===== config.mk =====
export PLATFORM = sky130hd
export DESIGN_NAME = load_store_unit
export DESIGN_NICKNAME = d
export VERILOG_FILES = /design/src/rtl/load_store_unit.sv
export SDC_FILE = /design/constraint.sdc
export NUM_CORES = 1
export LEC_CHECK = 0
export CAP_MARGIN = 20
export CORE_MARGIN = 2
export CORE_UTILIZATION = 48
export CTS_CLUSTER_DIAMETER = 60
export DETAILED_ROUTE_END_ITERATION = 10
export PLACE_DENSITY = 0.8
export SLEW_MARGIN = 20
export SYNTH_ARGS = -nofsm -noshare
export SYNTH_HDL_FRONTEND = slang
export SYNTH_SLANG_ARGS = --single-unit

===== constraint.sdc =====
create_clock -name clk_i -period 3.7 [get_ports clk_i]
set_input_delay 0.74 -clock clk_i [delete_from_list [all_inputs] [get_ports clk_i]]
set_output_delay 0.74 -clock clk_i [all_outputs]
set_load 0.01 [all_outputs]

===== src/rtl/load_store_unit.sv =====
// load_store_unit: RV32 load/store initiator on a req/gnt/rvalid bus; define LSU_MISALIGNED_EN to split word-crossing accesses
module load_store_unit #(
  parameter int TIMEOUT_W = 4
) (
  input  logic        clk_i,
  input  logic        reset_n,
  input  logic        req_valid_i,
  output logic        req_ready_o,
  input  logic        req_we_i,
  input  logic [2:0]  req_funct3_i,
  input  logic [31:0] req_addr_i,
  input  logic [31:0] req_wdata_i,
  output logic        rsp_valid_o,
  output logic [31:0] rsp_rdata_o,
  output logic        rsp_err_o,
  output logic        mem_req_o,
  input  logic        mem_gnt_i,
  output logic        mem_we_o,
  output logic [3:0]  mem_be_o,
  output logic [31:0] mem_addr_o,
  output logic [31:0] mem_wdata_o,
  input  logic        mem_rvalid_i,
  input  logic [31:0] mem_rdata_i
);
  typedef enum logic [2:0] {IDLE, REQ1, WAIT1, REQ2, WAIT2, RESP} state_t;
  // last counter value before the 2^W-1 cycle limit expires
  localparam logic [TIMEOUT_W-1:0] CNT_LAST = TIMEOUT_W'((1 << TIMEOUT_W) - 2);
  state_t state, state_nxt;
  logic we_q, rsp_err_q, illegal_in, bad_in, in_wait, in_req, timeout;
  logic [2:0] funct3_q;
  logic [31:0] addr_q, wdata_q, rdata1_q, rsp_rdata_q, hi, lo, shifted, load_val, wdata_rot;
  logic [TIMEOUT_W-1:0] cnt_q;
  logic [4:0] sh;
  function automatic logic [7:0] lanes(input logic [1:0] sz, input logic [1:0] off);
    return {4'b0000, sz == 2'b00 ? 4'b0001 : sz == 2'b01 ? 4'b0011 : 4'b1111} << off;
  endfunction
  assign illegal_in = req_we_i ? (req_funct3_i >= 3'b011)
                               : (req_funct3_i[1:0] == 2'b11 || req_funct3_i[2:1] == 2'b11);
`ifdef LSU_MISALIGNED_EN
  logic [7:0] be8;
  assign be8    = lanes(funct3_q[1:0], addr_q[1:0]);
  assign bad_in = illegal_in;
  assign in_req = state == REQ1 || state == REQ2;
  assign in_wait = state == WAIT1 || state == WAIT2;
  assign hi     = state == WAIT2 ? mem_rdata_i : 32'h0;
`else
  logic [3:0] be_lo;
  assign be_lo  = 4'(lanes(funct3_q[1:0], addr_q[1:0]));
  assign bad_in = illegal_in || lanes(req_funct3_i[1:0], req_addr_i[1:0]) > 8'h0F;
  assign in_req = state == REQ1;
  assign in_wait = state == WAIT1;
  assign hi     = 32'h0;
`endif
  assign timeout   = in_wait && !mem_rvalid_i && cnt_q == CNT_LAST;
  assign sh        = {addr_q[1:0], 3'b000};
  assign lo        = state == WAIT1 ? mem_rdata_i : rdata1_q;
  assign shifted   = 32'({hi, lo} >> sh);
  assign load_val  = funct3_q[1:0] == 2'b00 ? {{24{~funct3_q[2] & shifted[7]}}, shifted[7:0]}
                   : funct3_q[1:0] == 2'b01 ? {{16{~funct3_q[2] & shifted[15]}}, shifted[15:0]}
                   : shifted;
  assign wdata_rot = 32'({wdata_q, wdata_q} >> (6'd32 - {1'b0, sh}));
  // state register; reset aborts any transaction in flight
  always_ff @(posedge clk_i or negedge reset_n)
    if (!reset_n) state <= IDLE;
    else state <= state_nxt;
  // next-state decode
  always_comb begin
    state_nxt = state;
    case (state)
      IDLE:    state_nxt = req_valid_i ? (bad_in ? RESP : REQ1) : IDLE;
      REQ1:    state_nxt = mem_gnt_i ? WAIT1 : REQ1;
`ifdef LSU_MISALIGNED_EN
      WAIT1:   state_nxt = mem_rvalid_i ? (|be8[7:4] ? REQ2 : RESP) : timeout ? RESP : WAIT1;
      REQ2:    state_nxt = mem_gnt_i ? WAIT2 : REQ2;
      WAIT2:   state_nxt = (mem_rvalid_i || timeout) ? RESP : WAIT2;
`else
      WAIT1:   state_nxt = (mem_rvalid_i || timeout) ? RESP : WAIT1;
`endif
      RESP:    state_nxt = IDLE;
      default: state_nxt = IDLE;
    endcase
  end
  // bus and response outputs decoded from state and latched request
  always_comb begin
    req_ready_o = state == IDLE;
    rsp_valid_o = state == RESP;
    rsp_rdata_o = rsp_rdata_q;
    rsp_err_o   = rsp_err_q;
    mem_req_o   = in_req;
    mem_we_o    = in_req && we_q;
    mem_wdata_o = in_req ? wdata_rot : '0;
`ifdef LSU_MISALIGNED_EN
    mem_be_o    = state == REQ1 ? be8[3:0] : state == REQ2 ? be8[7:4] : '0;
    mem_addr_o  = state == REQ1 ? {addr_q[31:2], 2'b00}
                : state == REQ2 ? {addr_q[31:2] + 30'd1, 2'b00} : '0;
`else
    mem_be_o    = state == REQ1 ? be_lo : '0;
    mem_addr_o  = state == REQ1 ? {addr_q[31:2], 2'b00} : '0;
`endif
  end
  // request latch, read capture, wait counter and response registers
  always_ff @(posedge clk_i or negedge reset_n)
    if (!reset_n) begin
      we_q        <= 1'b0;
      funct3_q    <= '0;
      addr_q      <= '0;
      wdata_q     <= '0;
      rdata1_q    <= '0;
      cnt_q       <= '0;
      rsp_err_q   <= 1'b0;
      rsp_rdata_q <= '0;
    end else begin
      if (state == IDLE && req_valid_i) begin
        we_q     <= req_we_i;
        funct3_q <= req_funct3_i;
        addr_q   <= req_addr_i;
        wdata_q  <= req_wdata_i;
      end
      if (state == WAIT1 && mem_rvalid_i) rdata1_q <= mem_rdata_i;
      cnt_q <= in_wait ? cnt_q + 1'b1 : '0;
      if (state != RESP && state_nxt == RESP) begin
        rsp_err_q   <= state == IDLE || timeout;
        rsp_rdata_q <= (state == IDLE || timeout || we_q) ? '0 : load_val;
      end
    end
endmodule

==> results.sh <==
export IMPL_ctsResizeCount=0
export IMPL_hold_buffers=0
export IMPL_synth_edf_count=0
export IMPL_fin_hold_ws_ns=0.439
export IMPL_cts_clk_slew_worst_paths_ns=0.05
export IMPL_syn_avg_cell_area_um2=11.5
export IMPL_coreArea_mm2=0.0151
export IMPL_multi_input_area_mm2=0.00362
export IMPL_drtIter0Drc=575
export IMPL_p_per_area_mw_per_mm2=932
export IMPL_synthFlopType="dfrtp_1"
export IMPL_nets=937
export IMPL_grt_pass1_vias=6188
export IMPL_synth_cells=639
export IMPL_max_stage_delay_ns=0.64
export IMPL_dieWidth_um=128
export IMPL_worstRegToRegCells=6
export IMPL_die_h_um=128
export IMPL_grt_antenna_before_repair=0
export IMPL_utilization_pct=67.5
export IMPL_drive_gt1_share_pct=22.4
export IMPL_placedInstanceArea_mm2=0.00958
export IMPL_finalSetupTns_ns=0
export IMPL_worst_ep_required_time_ns=2.96
export IMPL_synth_cell_type_count=44
export IMPL_fin_area_mm2=0.0102
export IMPL_clockBufferDepth=2
export IMPL_hold_path_class="primary input to asynchronous set/reset pin"
export IMPL_grt_overflow_total=0
export IMPL_ir_worst_vdd_uv=459
export IMPL_avgViaCountPerCell=5.82
export IMPL_clk_latency_ns=0.42
export IMPL_final_cell_mix="clkdlybuf4s50_1, dfrtp_1, mux2_2"
export IMPL_grt_pass1_wl_um=32800
export IMPL_worstSetupEndpointType="primary output"
export IMPL_path_cells="buf_4 > mux2i_1 > or2_2 > a21oi_1 > clkdlybuf4s50_1"
export IMPL_wire_per_inst_um=19.8
export IMPL_cts_sinks=140
export IMPL_maxCapViolations=0
export IMPL_layout_worst_path_cycle_share_pct=93.4
export IMPL_ys_seq_elements=140
export IMPL_worst_slack_ns=0.243
export IMPL_grt_max_degree=105
export IMPL_leakage_nw=4.26
export IMPL_postCtsSetupRepairBufs=0
export IMPL_setup_violations_final=0
export IMPL_slew_headroom_pct=35.6
export IMPL_drtPass1Iterations=9
export IMPL_vias=5993
export IMPL_netlist_area_mm2=0.00737
export IMPL_io_pins=210
export IMPL_place_congestion=0.868
export IMPL_regArea_mm2=0.00350
export IMPL_final_common_cell="clkdlybuf4s50_1"
export IMPL_timing_fmax_mhz=289
export IMPL_place_inst=998
export IMPL_dp_slack_ns=0.696
export IMPL_ant_nets=0
export IMPL_slew_violations=0
export IMPL_finalWirelength_um=20400
export IMPL_start_util_pct=48.8
export IMPL_die_area_mm2=0.0164
export IMPL_final_cells=1029
export IMPL_numCtsBuffers=17
export IMPL_cts_tree="yes"
export IMPL_n_fill_cell=1109
export IMPL_ys_warn_count=0
export IMPL_fin_skew_ns=0.00709
export IMPL_drc=0
export IMPL_async_reset_ff_share_pct=100
export IMPL_cpMaxStageDelayCell="buf_4"
export IMPL_status="finished clean"
export IMPL_yosysSeqAreaShare_pct=47.5
export IMPL_crit_arrival_ns=2.72
export IMPL_row_count=45
export IMPL_hpwl_um=14100
export IMPL_crit_type="flip-flop to primary output"
export IMPL_io_buffers=207
export IMPL_grt_usage_pct=25.7
export IMPL_syn2layout_area_growth_pct=38.3
export IMPL_rsz0062_at_grt="no"
export IMPL_hold_viol=0
export IMPL_period_needed_ns=3.46
export IMPL_htree_num_levels=4
export IMPL_clockRootBuffer="clkbuf_16"
export IMPL_cp_max_fo=52
export IMPL_startpoint_type="flip-flop"
export IMPL_power_mw=9.50
export IMPL_max_slew_worst_pin_slew_ns=0.965
export IMPL_diodes=0
-- state kept, by name, indices dropped and copies added, names as in the netlist --
| name | count |
|---|---|
| rdata1_q | 32 |
| state | 3 |
| we_q | 1 |
| funct3_q | 3 |
| rsp_err_o | 1 |
| wdata_q | 32 |
| rsp_rdata_o | 32 |
| cnt_q | 4 |
| addr_q | 32 |
-- critical path: cells and delay by family (launching register included) --
family | cells | cell delay (ns)
buffers and inverters | 2 | 1.19
DFF | 1 | 0.35
and+or+nand+nor | 1 | 0.33
muxes | 1 | 0.24
AOI/OAI and AO/OA | 1 | 0.16
-- area by class of cell --
class                      instances  area share [%]
clock inverter                    12            1.68
timing repair buffer             220            21.4
tap                              188            2.31
multi-input combinational        441            35.5
inverter                           9           0.331
sequential                       140            34.4
clock buffer                      19            4.35
-- metal layers --
layer | vias up | GRT usage, % | share of wire, % | wire length [µm]
met5 | - | 0 | 0 | 0
met4 | 0 | 8.53 | 1.6 | 327
met3 | 28 | 9.56 | 10 | 2120
met2 | 301 | 42.9 | 49 | 9920
met1 | 2980 | 31.0 | 39 | 8000
li1 | 2684 | - | - | -
-- path summary, 6_finish.rpt --
check	slack (ns)	startpoint	end
setup / recovery	0.24	addr_q[0]	mem_wdata_o[14]
hold / removal	0.44	reset_n	rsp_rdata_o[15]
setup reg to reg	0.96	addr_q[0]	rsp_rdata_o[26]
hold reg to reg	0.49	rsp_rdata_o[7]	rsp_rdata_o[7]
max in group asynchronous	2.31	reset_n	rsp_rdata_o[20]
min in group clk_i	0.49	rsp_rdata_o[7]	rsp_rdata_o[7]
-- logic make-up after synthesis --
| group | after synthesis | synth area share (%) |
|---|---|---|
| muxes | 170 | 27.6 |
| DFF | 140 | 47.5 |
| AOI/OAI and AO/OA | 132 | 11.5 |
| and+or+nand+nor | 132 | 9.19 |
| buffers and inverters | 59 | 3.46 |
| adders and majority gates | 3 | 0.509 |
| xor gates and xnor gates | 2 | 0.238 |
| other | 1 | 0.0509 |
-- cell usage after synthesis, drive strengths merged, types with 2 or more instances --
cell type	instances	share of area [%]
a21oi	21	1.4
o311ai	2	0.24
or2	10	0.85
a22oi	15	1.5
dfrtp	140	48
o21ai	55	3.7
and3b	2	0.24
nor3b	2	0.20
mux2	113	17
inv	9	0.46
clkbuf	36	1.8
o21a	2	0.20
or3b	2	0.24
nand3	2	0.14
nand2	29	1.5
o22a	16	1.9
nor2	35	1.8
buf	14	1.2
a22o	15	1.8
ha	3	0.51
nand2b	10	0.85
mux4	15	4.6
mux2i	42	5.7
and2	34	2.9
-- power breakdown --
part           switching (mW)  leakage [nW]  internal, mW
Combinational            2.29          2.23          2.65
Clock                   0.645         0.295          1.14
Sequential              0.545          1.74          2.24
(Power assumes the default switching activity.)
